**src/rtl/capture_pkg.sv**
```systemverilog
// capture_pkg: shared sizing defaults, dump FSM states and circular-address helper.
package capture_pkg;
  localparam int DEF_ENTRIES = 384;
  localparam int DEF_LOG2 = 9;
  typedef enum logic [2:0] {IDLE, RD, LAT, SEND, TXW, DONE} dump_state_e;
  function automatic int wrap_inc(input int a, input int n);
    return (a == n - 1) ? 0 : a + 1;
  endfunction
endpackage

```
**src/rtl/circ_addr_cnt.sv**
```systemverilog
// circ_addr_cnt: loadable address counter that wraps at ENTRIES rather than a power of two.
module circ_addr_cnt import capture_pkg::*; #(
  parameter int ENTRIES = DEF_ENTRIES,
  parameter int LOG2 = DEF_LOG2
) (
  input  logic            clk,
  input  logic            rst,
  input  logic            load,
  input  logic            inc,
  input  logic [LOG2-1:0] load_val,
  output logic [LOG2-1:0] addr
);
  logic [LOG2-1:0] addr_q, addr_d;
  always_comb addr_d = load ? load_val : inc ? LOG2'(wrap_inc(int'(addr_q), ENTRIES)) : addr_q;
  always_ff @(posedge clk)
    if (rst) addr_q <= '0;
    else addr_q <= addr_d;
  assign addr = addr_q;
endmodule

```
**src/rtl/capture_dump.sv**
```systemverilog
// capture_dump: streams the circular capture buffer oldest-first to the UART, one byte per tx_done.
module capture_dump import capture_pkg::*; #(
  parameter int ENTRIES = DEF_ENTRIES,
  parameter int LOG2 = DEF_LOG2
) (
  input  logic            clk,
  input  logic            rst,
  input  logic            dump,
  input  logic            capture_done,
  input  logic [LOG2-1:0] waddr,
  output logic [LOG2-1:0] raddr,
  output logic            ren,
  input  logic [7:0]      rdata,
  output logic [7:0]      tx_data,
  output logic            trmt,
  input  logic            tx_done,
  output logic            busy,
  output logic            dump_done
);
  dump_state_e state_q, state_d;
  logic [LOG2:0] cnt_q, cnt_d;
  logic [7:0] tx_data_q, tx_data_d;
  logic accept, step, last;
  assign accept = (state_q == IDLE) && dump && capture_done;
  assign step = (state_q == TXW) && tx_done;
  assign last = cnt_q == (LOG2+1)'(ENTRIES - 1);
  always_ff @(posedge clk)
    if (rst) begin
      state_q <= IDLE;
      cnt_q <= '0;
      tx_data_q <= '0;
    end else begin
      state_q <= state_d;
      cnt_q <= cnt_d;
      tx_data_q <= tx_data_d;
    end
  always_comb begin
    state_d = state_q;
    unique case (state_q)
      IDLE: state_d = accept ? RD : IDLE;
      RD: state_d = LAT;
      LAT: state_d = SEND;
      SEND: state_d = TXW;
      TXW: state_d = tx_done ? (last ? DONE : RD) : TXW;
      DONE: state_d = IDLE;
      default: state_d = IDLE;
    endcase
  end
  always_comb begin
    cnt_d = accept ? '0 : step ? cnt_q + 1'b1 : cnt_q;
    tx_data_d = (state_q == LAT) ? rdata : tx_data_q;
  end
  always_comb begin
    ren = state_q == RD;
    trmt = state_q == SEND;
    busy = state_q != IDLE;
    dump_done = state_q == DONE;
  end
  // start oldest-first: the slot just after the newest sample
  circ_addr_cnt #(.ENTRIES(ENTRIES), .LOG2(LOG2)) u_addr (
    .clk(clk),
    .rst(rst),
    .load(accept),
    .inc(step),
    .load_val(LOG2'(wrap_inc(int'(waddr), ENTRIES))),
    .addr(raddr)
  );
  assign tx_data = tx_data_q;
endmodule

```
**config.mk**
```make
export PLATFORM = sky130hd
export DESIGN_NAME = capture_dump
export DESIGN_NICKNAME = d
export VERILOG_FILES = /design/src/rtl/capture_pkg.sv /design/src/rtl/circ_addr_cnt.sv /design/src/rtl/capture_dump.sv
export SDC_FILE = /design/constraint.sdc
export NUM_CORES = 1
export LEC_CHECK = 0
export ABC_AREA = 1
export CELL_PAD_IN_SITES_DETAIL_PLACEMENT = 0
export CELL_PAD_IN_SITES_GLOBAL_PLACEMENT = 2
export CORE_UTILIZATION = 35
export CTS_CLUSTER_DIAMETER = 30
export DETAILED_ROUTE_END_ITERATION = 10
export DONT_BUFFER_PORTS = 1
export PLACE_DENSITY = 0.89
export SLEW_MARGIN = 0
export SYNTH_ARGS = -nofsm -noshare
export SYNTH_HDL_FRONTEND = slang
export SYNTH_SLANG_ARGS = --single-unit
export TNS_END_PERCENT = 5
```
**constraint.sdc**
```tcl
create_clock -name clk -period 3.8 [get_ports clk]
set_clock_uncertainty 0.15 [all_clocks]
set_input_delay 0.95 -clock clk [delete_from_list [all_inputs] [get_ports clk]]
set_output_delay 0.95 -clock clk [all_outputs]
set_load 0.05 [all_outputs]
```
==> flow_summary.toml, run 1 <==
[outcome]
outcome = "finished clean"

[power]
p_clk_share_pct = 45.1
p_comb_share_pct = 10.2
p_switching_mw = 0.258
switching_share_pct = 28.8
powerDensity_nw_per_um2 = 458
p_leak_nw = 0.908
power.internal_mw = 0.639
seqPwrFrac_pct = 44.6
max-vdd-ir-drop_mv = 0.208

[clock_network]
ctsHoldBuffers = 0
path_clk_slew_ps = 70
cts_sinks = 30
numCtsBuffers = 5
cts_setup_buffers = 0
cts-root-buf = "clkbuf_8"
tritoncts = "built"
clk_latency_ps = 280
clock_path_buffers = 2
cts-resized-gates = 0
h-tree-depth = 2

[drt]
vias_per_cell = 4.70
drt_iter0_drc = 95
drt_pass1_iterations = 4
route.vias.total = 1606
drc = 0
routedWlPerCell_um = 11.7
ant_nets = 0
routed_wl_um = 3990

[synth]
syn-cell-area_um2 = 1760
synth_seq_cells = 30
ys_warn_count = 0
synth.distinct_cells = 28
syn_inst = 272
syn_nets = 297
syn_area_per_cell_um2 = 6.46
seq_area_frac_synth_pct = 34.2

[place]
detailedPlacementHpwl_um = 3080
gp_congestion = 0.747
portBuffers = 0
dpl.cell_count = 334

[worst_setup_path]
cp-end-kind = "output pin"
arrival_ps = 1510
worstSetupPathType = "reg -> out"
crit_fanout = 4
required_ps = 2700
start_kind = "flop"
reg2regPathDepth = 10

[final_layout]
drive_gt1_share_pct = 7.27
diodes = 0
multi_input_area_um2 = 973
fill_cells = 550
syn2layout_area_growth_pct = 11.5
fin_util_pct = 40.9
fin_nets = 299
final_cells = 342
final_cell_mix = "nand2_1 (64), nor2_1 (41), inv_1 (39)"
ff_latch_area_um2 = 601
final_common_cell = "nand2_1"

[job]
maxCapViolations = 0

[hold_path]
hold_class = "reg -> reg"
hold_depth = 2

[global_routing]
grt_antenna_before_repair = 0
grt_pass1_wl_um = 6930
grt.total_usage_pct = 17.0
grt_overflow_total = 0
grt_max_degree = 21
grt_pass1_vias = 1496

[die]
coreArea_um2 = 4790
dieArea_um2 = 5310
chipHeight_um = 72.8
io_pins = 43
rows = 25
dieWidth_um = 72.8
initial_core_util_pct = 36.7

[sta]
relSlewSlack_pct = 36.9
finalCritPeriodShare_pct = 68.8
min_period_ps = 2610
setup_viol = 0
fmax_ghz = 0.383
hold_viol = 0
slew_violations = 0
rsz0062_at_grt = "false"
fin_setup_tns_ps = 0
worst_pin_slew_ps = 942
## per-stage QoR
stage          setup WS (ps)  hold WS, ps  instance area [um^2]  power [mW]
3_3_place_gp            1390          298                  1820       0.500
5_1_grt                 1090          343                  1960       0.936
2_1_floorplan           1180          289                  1760       0.480
4_1_cts                 1170          322                  1960       0.906
6_report                1190          315                  1960       0.897
3_5_place_dp            1320          311                  1820       0.501
## cell usage after synthesis, drive strengths merged
| cell | number | share of area [%] |
|---|---|---|
| ha | 3 | 2.1 |
| o211ai | 2 | 0.85 |
| nand2 | 64 | 14 |
| nor3 | 5 | 1.7 |
| nand3 | 25 | 7.1 |
| a21o | 1 | 0.43 |
| o21a | 1 | 0.43 |
| inv | 42 | 9.0 |
| a211oi | 1 | 0.43 |
| dfxtp | 30 | 34 |
| nor2 | 46 | 12 |
| nand3b | 2 | 0.85 |
| o21bai | 3 | 1.3 |
| or2 | 2 | 0.71 |
| clkbuf | 3 | 0.64 |
| a21oi | 9 | 2.6 |
| xor2 | 6 | 3.0 |
| o21ai | 20 | 5.7 |
| buf | 2 | 1.1 |
| nand4 | 5 | 2.6 |
## per-layer routing
metal | vias to the layer above | track usage (%) | routed length [um]
li1 | 868 | - | -
met1 | 697 | 22.7 | 1930
met2 | 37 | 25.1 | 1740
met3 | 4 | 6.63 | 270
met4 | 0 | 5.23 | 44
met5 | - | 0 | 0
## state kept, by name, indices dropped and copies added (netlist names)
name         cells
u_addr.addr      9
state_q          3
cnt_q           10
tx_data          8
## final cells by class
type / count / area share [%]
clock buffer: 6 / 4.22
clock inverter: 2 / 3.07
tap: 67 / 4.28
sequential: 30 / 30.7
multi-input combinational: 195 / 49.7
inverter: 42 / 8.05
## final timing paths
check	start	to	slack, ps
worst min-delay path	cnt_q[9]	cnt_q[9]	320
worst max-delay path	state_q[0]	ren	1190
worst max register to register	u_addr.addr[1]	u_addr.addr[8]	1620
worst min register to register	cnt_q[9]	cnt_q[9]	320
## logic make-up after synthesis
logic type	count (synthesis)	synth area share, %
AO/OA/AOI/OAI	37	11.7
flip-flops	30	34.2
buffers and inverters	47	10.7
AND/OR/NAND/NOR	149	38.3
adder cells (fa/ha/maj)	3	2.14
XOR/XNOR	6	2.99
## critical path, cell delays in order (launching register included)
cell and delay (ps):
dfxtp_1 420, nand2_1 100, nor2_1 720
## power by group through the flow
stage | Sequential (mW) | Combinational [mW] | Clock, mW
2_1_floorplan | 0.401 | 0.0788 | 0
3_3_place_gp | 0.407 | 0.0924 | 0
3_5_place_dp | 0.407 | 0.0935 | 0
4_1_cts | 0.400 | 0.0939 | 0.412
5_1_grt | 0.403 | 0.107 | 0.426
6_report | 0.400 | 0.0919 | 0.405
No activity file was read; power rests on OpenSTA's default activity.
==> run 2, diff against run 1 <==
Settings changed: CORE_UTILIZATION 35 to 29, PLACE_DENSITY 0.89 to 0.79.
Clock period 3.8 ns to 2.2 ns, I/O delays scaled along.
==> flow_summary.toml, run 2 (same netlist as run 1, synthesis figures left out) <==
[power]
p_leak_nw = 0.972
total_power_mw = 1.36
powerDensity_nw_per_um2 = 665
max-vdd-ir-drop_mv = 0.444

[global_routing]
grt_overflow_total = 0
grtUsageMet1_pct = 19.6
grtUsageMet3_pct = 4.57
grt_max_degree = 20
grt.total_usage_pct = 14.5
grt.busiest_layer = "met2"
grt_pass1_wl_um = 7090
use_met2_pct = 21.2
grt_pass1_vias = 1528
grt_antenna_before_repair = 0

[final_layout]
drive_gt1_share_pct = 12.7
syn2layout_area_growth_pct = 16.4
fin_nets = 316
final_cells = 364
largest_reg_flops = 10
fill_cells = 650
final_cell_mix = "nand2_1 (64), nor2_1 (41), inv_1 (39)"
diodes = 0
largest_register = "cnt_q"
fin_area_um2 = 2040
final_common_cell = "nand2_1"
fin_util_pct = 36.0

[worst_setup_path]
cp-end-kind = "output pin"
crit_chain = "inv_2 > nor3_2 > buf_4"
path_buf_inv = 2
slowest_stage = "dfxtp_1"
crit_fanout = 4
arrival_ps = 1120
cp_top_family = "flip-flops"
required_ps = 1500
start_kind = "flop"
cpPeakStageDelay_ps = 360
worstSetupPathType = "reg -> out"

[die]
coreArea_um2 = 5680
dieArea_um2 = 6370
initial_core_util_pct = 31.0
dieWidth_um = 79.8
chipHeight_um = 79.8
rows = 27
io_pins = 43

[drt]
ant_nets = 0
route.vias.total = 1633
routedWlPerCell_um = 11.7
vias_per_cell = 4.49
drt_pass1_iterations = 4
routed_wl_um = 4260
drc = 0
drt_iter0_drc = 61

[clock_network]
tritoncts = "built"
ctsHoldBuffers = 0
numCtsBuffers = 5
cts_setup_buffers = 0
clk_latency_ps = 280
cts-resized-gates = 0
cts_sinks = 30
clock_path_buffers = 2
h-tree-depth = 2
cts-root-buf = "clkbuf_8"
path_clk_slew_ps = 70

[sta]
rsz0062_at_grt = "false"
fin_setup_tns_ps = 0
slew_violations = 0
holdWs_ps = 184
relSlewSlack_pct = 64.8
fmax_ghz = 0.548
finalCritPeriodShare_pct = 82.9
worst_pin_slew_ps = 527
hold_viol = 0
min_period_ps = 1820
setup_viol = 0
fin_ws_ps = 375

[place]
portBuffers = 0
detailedPlacementHpwl_um = 3300
place_ws_ps = 497
dpl.cell_count = 356
gp_congestion = 0.720
postPlaceCellArea_um2 = 1950

[job]
maxCapViolations = 0

[hold_path]
hold_class = "in -> reg"

[outcome]
outcome = "finished clean"
==> run 2: cell types whose count changed in the layout (fill, tap and decap cells not counted), sizes merged <==
cell / previous run / this run
bufinv: 2 / 0
buf: 0 / 17
clkinv: 0 / 1
clkinvlp: 0 / 1
==> run 2: final timing paths <==
path | depth (start not counted) | from | slack (ps) | endpoint
setup / recovery | 3 | state_q[1] | 380 | trmt
hold / removal | 1 | rst | 180 | state_q[2]
setup reg to reg | 10 | u_addr.addr[0] | 600 | u_addr.addr[7]
hold reg to reg | 2 | cnt_q[9] | 310 | cnt_q[9]
==> run 2: area by class of cell <==
cell class | instances | area [um^2] | share of cell area (%)
repair buffers | 17 | 128 | 6.24
well taps | 72 | 90.1 | 4.41
multi-input cells | 195 | 973 | 47.6
clock inverters | 2 | 12.5 | 0.612
inverters | 42 | 158 | 7.71
clock buffers | 6 | 82.6 | 4.04
flip-flops and latches | 30 | 601 | 29.4
==> run 2: worst register-to-register path: stages (launching register included) <==
cell     delay, ps
dfxtp_1        340
ha_1           200
nand2_1         80
nor2_1         210
nand3_1        130
nand2_1        100
inv_1           70
nand2_1         80
nand3_1         70
nand2_1         60
inv_1           30
==> run 2: per-layer routing <==
metal	part of all wire [%]	vias up	wire, um
met1	51	687	2190
met3	7.2	6	307
met4	1.6	0	68
met2	40	39	1690
met5	0	-	0
li1	-	901	-
==> run 2: power by group <==
| group | internal, mW | switching [mW] |
|---|---|---|
| Combinational | 0.0745 | 0.168 |
| Sequential | 0.572 | 0.0667 |
| Clock | 0.251 | 0.226 |
| Total | 0.898 | 0.461 |
